===== src/rtl/set_time_pkg.sv =====
// Shared constants, state encoding and BCD digit helpers for the set-time editor.
package set_time_pkg;

  // Bit positions within the 5-bit btn input.
  localparam int BTN_ENTER = 4;
  localparam int BTN_ESC   = 3;
  localparam int BTN_UP    = 2;
  localparam int BTN_DOWN  = 1;
  localparam int BTN_LEFT  = 0;

  // Bit positions within the 6-bit press vector {enter, esc, up, down, left, right}.
  localparam int NUM_EVENTS = 6;
  localparam int EV_ENTER   = 5;
  localparam int EV_ESC     = 4;
  localparam int EV_UP      = 3;
  localparam int EV_DOWN    = 2;
  localparam int EV_LEFT    = 1;
  localparam int EV_RIGHT   = 0;

  typedef enum logic [1:0] {
    IDLE   = 2'd0,
    EDIT   = 2'd1,
    COMMIT = 2'd2
  } state_t;

  localparam logic [3:0] MAX_H1       = 4'd2;
  localparam logic [3:0] MAX_H0       = 4'd9;
  localparam logic [3:0] MAX_H0_AT_20 = 4'd3;
  localparam logic [3:0] MAX_M1       = 4'd5;
  localparam logic [3:0] MAX_M0       = 4'd9;
  localparam logic [3:0] MAX_S1       = 4'd5;
  localparam logic [3:0] MAX_S0       = 4'd9;

  localparam logic [3:0] BLANK       = 4'ha;
  localparam logic [4:0] CURSOR_OFF  = 5'd31;
  localparam logic [2:0] CURSOR_LAST = 3'd5;

  function automatic logic [3:0] digit_max(input logic [2:0] idx, input logic [3:0] h1);
    case (idx)
      3'd5:    digit_max = MAX_H1;
      3'd4:    digit_max = (h1 == MAX_H1) ? MAX_H0_AT_20 : MAX_H0;
      3'd3:    digit_max = MAX_M1;
      3'd2:    digit_max = MAX_M0;
      3'd1:    digit_max = MAX_S1;
      default: digit_max = MAX_S0;
    endcase
  endfunction

  // Steps one BCD digit up or down with wrap; hours tens reaching 2 pulls hours units down to 3.
  function automatic logic [23:0] step_digit(input logic [23:0] t, input logic [2:0] idx,
                                             input logic up);
    logic [3:0]  d;
    logic [3:0]  mx;
    logic [23:0] r;
    r  = t;
    d  = t[{idx, 2'b00} +: 4];
    mx = digit_max(idx, t[23:20]);
    if (up) d = (d == mx) ? 4'd0 : d + 4'd1;
    else    d = (d == 4'd0) ? mx : d - 4'd1;
    r[{idx, 2'b00} +: 4] = d;
    if (idx == 3'd5 && r[23:20] == MAX_H1 && r[19:16] > MAX_H0_AT_20)
      r[19:16] = MAX_H0_AT_20;
    return r;
  endfunction

endpackage


===== src/rtl/set_time_editor_btn_edge.sv =====
// Registered rising-edge detector for the debounced front-panel button levels.
module btn_edge
  import set_time_pkg::*;
#(
  parameter int W = NUM_EVENTS
) (
  input  logic         clk,
  input  logic         rst,
  input  logic [W-1:0] level,
  output logic [W-1:0] press
);

  logic [W-1:0] level_q;

  always_ff @(posedge clk) begin
    if (rst) begin
      level_q <= '0;
      press   <= '0;
    end else begin
      level_q <= level;
      press   <= level & ~level_q;
    end
  end

endmodule


===== src/rtl/set_time_editor.sv =====
// Front-panel time editor: shadows the live time, lets the user step digits under a
// cursor, and commits the result to the timekeeper with a one-cycle load pulse.
module set_time_editor #(
  parameter logic [3:0] SET_MODE   = 4'd2,
  parameter logic [3:0] BLANK      = set_time_pkg::BLANK,
  parameter logic [4:0] CURSOR_OFF = set_time_pkg::CURSOR_OFF
) (
  input  logic        clk,
  input  logic        rst,
  input  logic [3:0]  mode,
  input  logic [4:0]  btn,
  input  logic        btn_right,
  input  logic [23:0] cur_time,
  output logic [31:0] disp_string,
  output logic [4:0]  count,
  output logic [23:0] time_out,
  output logic        time_load
);
  import set_time_pkg::*;

  state_t      state, state_n;
  logic [23:0] shadow, shadow_n;
  logic [2:0]  cursor, cursor_n;
  logic [23:0] time_out_n;
  logic [31:0] string_n;
  logic [4:0]  count_n;
  logic [NUM_EVENTS-1:0] press;

  btn_edge #(.W(NUM_EVENTS)) u_btn_edge (
    .clk   (clk),
    .rst   (rst),
    .level ({btn[BTN_ENTER], btn[BTN_ESC], btn[BTN_UP], btn[BTN_DOWN], btn[BTN_LEFT], btn_right}),
    .press (press)
  );

  // The if/else chain encodes press priority; leaving set mode outranks every press.
  always_comb begin
    state_n    = state;
    shadow_n   = shadow;
    cursor_n   = cursor;
    time_out_n = time_out;
    case (state)
      IDLE: begin
        if (press[EV_ENTER] && mode == SET_MODE) begin
          state_n  = EDIT;
          shadow_n = cur_time;
          cursor_n = CURSOR_LAST;
        end
      end
      EDIT: begin
        if (mode != SET_MODE)     state_n = IDLE;
        else if (press[EV_ENTER]) begin
          state_n    = COMMIT;
          time_out_n = shadow;
        end
        else if (press[EV_ESC])   state_n  = IDLE;
        else if (press[EV_UP])    shadow_n = step_digit(shadow, cursor, 1'b1);
        else if (press[EV_DOWN])  shadow_n = step_digit(shadow, cursor, 1'b0);
        else if (press[EV_LEFT])  cursor_n = (cursor == CURSOR_LAST) ? 3'd0 : cursor + 3'd1;
        else if (press[EV_RIGHT]) cursor_n = (cursor == 3'd0) ? CURSOR_LAST : cursor - 3'd1;
      end
      COMMIT:  state_n = IDLE;
      default: state_n = IDLE;
    endcase
  end

  always_comb begin
    string_n = {BLANK, BLANK, shadow_n};
    count_n  = CURSOR_OFF;
    if (state_n == IDLE) string_n = {BLANK, BLANK, cur_time};
    if (state_n == EDIT) count_n  = {2'b00, cursor_n};
  end

  always_ff @(posedge clk) begin
    if (rst) begin
      state       <= IDLE;
      shadow      <= 24'h000000;
      cursor      <= 3'd0;
      time_out    <= 24'h000000;
      time_load   <= 1'b0;
      disp_string <= {BLANK, BLANK, 24'h000000};
      count       <= CURSOR_OFF;
    end else begin
      state       <= state_n;
      shadow      <= shadow_n;
      cursor      <= cursor_n;
      time_out    <= time_out_n;
      time_load   <= (state_n == COMMIT);
      disp_string <= string_n;
      count       <= count_n;
    end
  end

endmodule


===== config.mk =====
export PLATFORM = sky130hd
export DESIGN_NAME = set_time_editor
export DESIGN_NICKNAME = d
export VERILOG_FILES = /design/src/rtl/set_time_pkg.sv /design/src/rtl/set_time_editor_btn_edge.sv /design/src/rtl/set_time_editor.sv
export SDC_FILE = /design/constraint.sdc
export NUM_CORES = 1
export LEC_CHECK = 0
export CELL_PAD_IN_SITES_DETAIL_PLACEMENT = 1
export CELL_PAD_IN_SITES_GLOBAL_PLACEMENT = 2
export CORE_ASPECT_RATIO = 1.2
export CORE_MARGIN = 2
export CORE_UTILIZATION = 31
export DETAILED_ROUTE_END_ITERATION = 6
export GPL_TIMING_DRIVEN = 1
export HOLD_SLACK_MARGIN = 0.12
export PLACE_DENSITY = 0.82
export SYNTH_ARGS = -nofsm -noshare
export SYNTH_HDL_FRONTEND = slang
export SYNTH_SLANG_ARGS = --single-unit

===== constraint.sdc =====
create_clock -name clk -period 3.95 [get_ports clk]
set_input_delay 0.79 -clock clk [delete_from_list [all_inputs] [get_ports clk]]
set_output_delay 0.79 -clock clk [all_outputs]
set_load 0.1 [all_outputs]

==> results of run 1 <==
synth_stat cells (6+ instances only):
| cell | instances | share of area |
|---|---|---|
| a211oi_1 | 20 | 0.028 |
| a21oi_1 | 66 | 0.062 |
| a221oi_1 | 10 | 0.016 |
| a22oi_1 | 10 | 0.014 |
| a311oi_1 | 9 | 0.015 |
| buf_4 | 10 | 0.014 |
| clkbuf_1 | 33 | 0.023 |
| dfxtp_1 | 94 | 0.35 |
| ha_1 | 10 | 0.023 |
| inv_1 | 17 | 0.012 |
| mux2i_1 | 11 | 0.021 |
| nand2_1 | 106 | 0.074 |
| nand3_1 | 14 | 0.013 |
| nor2_1 | 68 | 0.048 |
| nor2b_1 | 17 | 0.020 |
| nor3_1 | 16 | 0.015 |
| nor4b_1 | 6 | 0.0098 |
| o211ai_1 | 6 | 0.0084 |
| o21ai_0 | 25 | 0.023 |
| o22ai_1 | 8 | 0.0093 |
| or3_1 | 8 | 0.0093 |
layout make-up:
cell class,instances,area (um^2)
Inverter,18,67.6
Tap cell,216,270
Timing Repair Buffer,124,1160
Fill cell,2068,10000
Multi-Input combinational cell,525,3200
Clock buffer,10,229
Clock inverter,6,92.6
Sequential cell,94,1880
cells by family (layout without fill, tap and decap cells):
group | Yosys count | after routing | share of synthesized area
buf+inv | 66 | 158 | 0.0577
flops | 94 | 94 | 0.351
fa+ha+maj | 10 | 10 | 0.0234
compound gates | 206 | 206 | 0.265
simple gates | 275 | 275 | 0.244
other cells | 2 | 8 | 0.00140
mux | 19 | 19 | 0.0402
xor+xnor | 7 | 7 | 0.0171
worst register-to-register path: stages, from the launching register on:
cell and delay, ns:
dfxtp_1 0.47, buf_4 0.29, mux2_2 0.39, a21oi_2 0.16, ha_1 0.26, inv_1 0.11
a2111oi_4 0.37, mux2_2 0.43, o21ai_0 0.24, o211ai_1 0.21, a311oi_1 0.44, o22ai_1 0.13
nor3_1 0.17
power groups by stage:
stage	Clock, W	Combinational, W	Sequential (W)
after floorplan	0	0.000123	0.00110
after global placement	0	0.000313	0.00101
after detailed placement	0	0.000316	0.00101
after CTS	0.000976	0.000317	0.000985
after global routing	0.00101	0.000333	0.000988
final	0.000955	0.000318	0.000986
per-layer routing:
metal | share of wire | routed length, um | vias to the layer above | global-route usage
met5 | 0 | 0 | - | 0
met4 | 0.032 | 673 | 0 | 0.0944
met3 | 0.047 | 987 | 54 | 0.0363
met2 | 0.49 | 10200 | 196 | 0.397
met1 | 0.44 | 9190 | 2719 | 0.296
li1 | - | - | 2631 | -
final timing paths:
path                    startpoint                   to
max                      cursor[0]           shadow[17]
min          u_btn_edge.level_q[0]  u_btn_edge.press[0]
max reg2reg              cursor[0]           shadow[17]
min reg2reg  u_btn_edge.level_q[0]  u_btn_edge.press[0]
metrics by stage:
stage | cells | total power, W
after global routing | 993 | 0.00233
after floorplan | 685 | 0.00122
after detailed placement | 977 | 0.00132
after CTS | 993 | 0.00228
final | 993 | 0.00226
after global placement | 977 | 0.00132
flip-flops by register name (all words and copies together) (netlist names), 2 cells and up:
signal and count:
u_btn_edge.level_q 6, time_out 24, u_btn_edge.press 6, state 2
cursor 3, shadow 24, count 4, disp_string 24
layout by cell type, fill, tap and decap left out, types with 16 or more instances in the layout:
master,Yosys,final
a211oi_1,20,20
o21ai_0,25,25
inv_1,17,17
a21oi_1,66,66
dfxtp_1,94,94
nand2_1,106,106
nor2_1,68,68
buf_4,10,34
clkdlybuf4s50_1,0,88
nor3_1,16,16
nor2b_1,17,17
==> metrics.yaml, run 1 <==
synthesis:
  ys.flop_type: "dfxtp_1"
  synth_cell_types: 78
  synth_edf_count: 0
  async_flop_share: 0
  ys_seq_area_frac: 0.351
  yosysWarnings: 0
  syn_avg_cell_area_um2: 7.89
  synthCells: 679
  netlist_area_mm2: 0.00536
  ys_ff_latch: 94
floorplan:
  die_w_um: 124
  die-area_mm2: 0.0184
  start_util: 0.317
  ios: 98
  die_h_um: 148
  core_mm2: 0.0169
  placementRows: 52
cells_and_area:
  syn2layout_area_growth_pct: 28.9
  stdcell_area_mm2: 0.00690
  drive_gt1_frac: 0.104
  utilization: 0.408
  nets: 818
  num_antenna_cells: 0
power:
  power_frac_seq: 0.436
  p_switching_w: 0.000636
  pwr-share-comb: 0.141
  power.share.clock: 0.423
  leakage_nw: 2.42
  p_int_w: 0.00162
  power.density_mw_per_mm2: 327
  ir_worst_vdd_mv: 0.194
  switching_share: 0.282
grt:
  grt_pass1_wl_um: 33000
  antenna_found_initial: 0
  grt.total_usage: 0.235
  overflow: 0
  grt_max_degree: 75
  first_global_vias: 5804
sta:
  finalHoldViolations: 0
  relSlewSlack: 0.332
  final.setup.worst_slack_ns: 0.225
  rsz0062_at_grt: "false"
  setup_violations: 0
  worstMarginPinSlew_ns: 0.999
  tns_ns: 0
  fin_crit_ns: 3.73
  hold_slack_ns: 0.384
  drv_slew: 0
  fin_crit_sh: 0.943
  fin_skew_ns: 0.00668
  max_freq_mhz: 268
critical_path:
  crit_buf_inv: 2
  worst-path-max-fanout: 16
  slowest_delay_ns: 0.47
  ff2ff_setup_slack_ns: 0.22
  end_kind: "flop"
  required_ns: 4.23
  critPathTopFamily: "compound AO/OA/AOI/OAI gates"
  cp.depth: 12
  cp_common_cell: "mux2_2"
  path_cells: "buf_4 -> mux2_2 -> a21oi_2 -> ha_1 -> inv_1 -> a2111oi_4 -> mux2_2 -> o21ai_0 -> o211ai_1 -> a311oi_1 -> o22ai_1 -> nor3_1"
  critPathArrivalTime_ns: 4.00
  crit_type: "flop to flop"
  start_kind: "flop"
  reg2reg_depth: 12
  cpMaxStageDelayCell: "dfxtp_1"
place:
  dp_slack_ns: 0.198
  placed_area_mm2: 0.00657
  io_buffer_count: 89
  hpwl_um: 16300
  place.gp.congestion: 0.943
clock_network:
  clk_latency_ns: 0.35
  hold_buffers: 0
  post_cts_resized: 0
  numCtsBuffers: 9
  clk_pin_slew_ns: 0.07
  clk_path_buf_depth: 2
  cts_sinks: 94
  cts_setup_buffers: 0
  root_buffer: "clkbuf_16"
  htree_levels: 3
  cts_tree: "yes"
run_status:
  status: "completed"
drt:
  drtIter0Drc: 394
  num_vias: 5600
  vias_per_cell: 5.64
  drtAntennaViolNets: 0
  drcViolationCount: 0
  drt-pass1-iter-count: 5
  routed_wirelength_um: 21100
  routedWlPerCell_um: 21.2
flow_run:
  cap_violations: 0
worst_hold_path:
  hold_class: "flop to flop"
  hold-path-cell-count: 1
Note: power is estimated with default switching activity, not from simulation.
==> run 2: changes to the inputs <==
CAP_MARGIN = 20   (was unset)
==> results of run 2 <==
Final layout, timing and power as in run 1 (identical DEF).
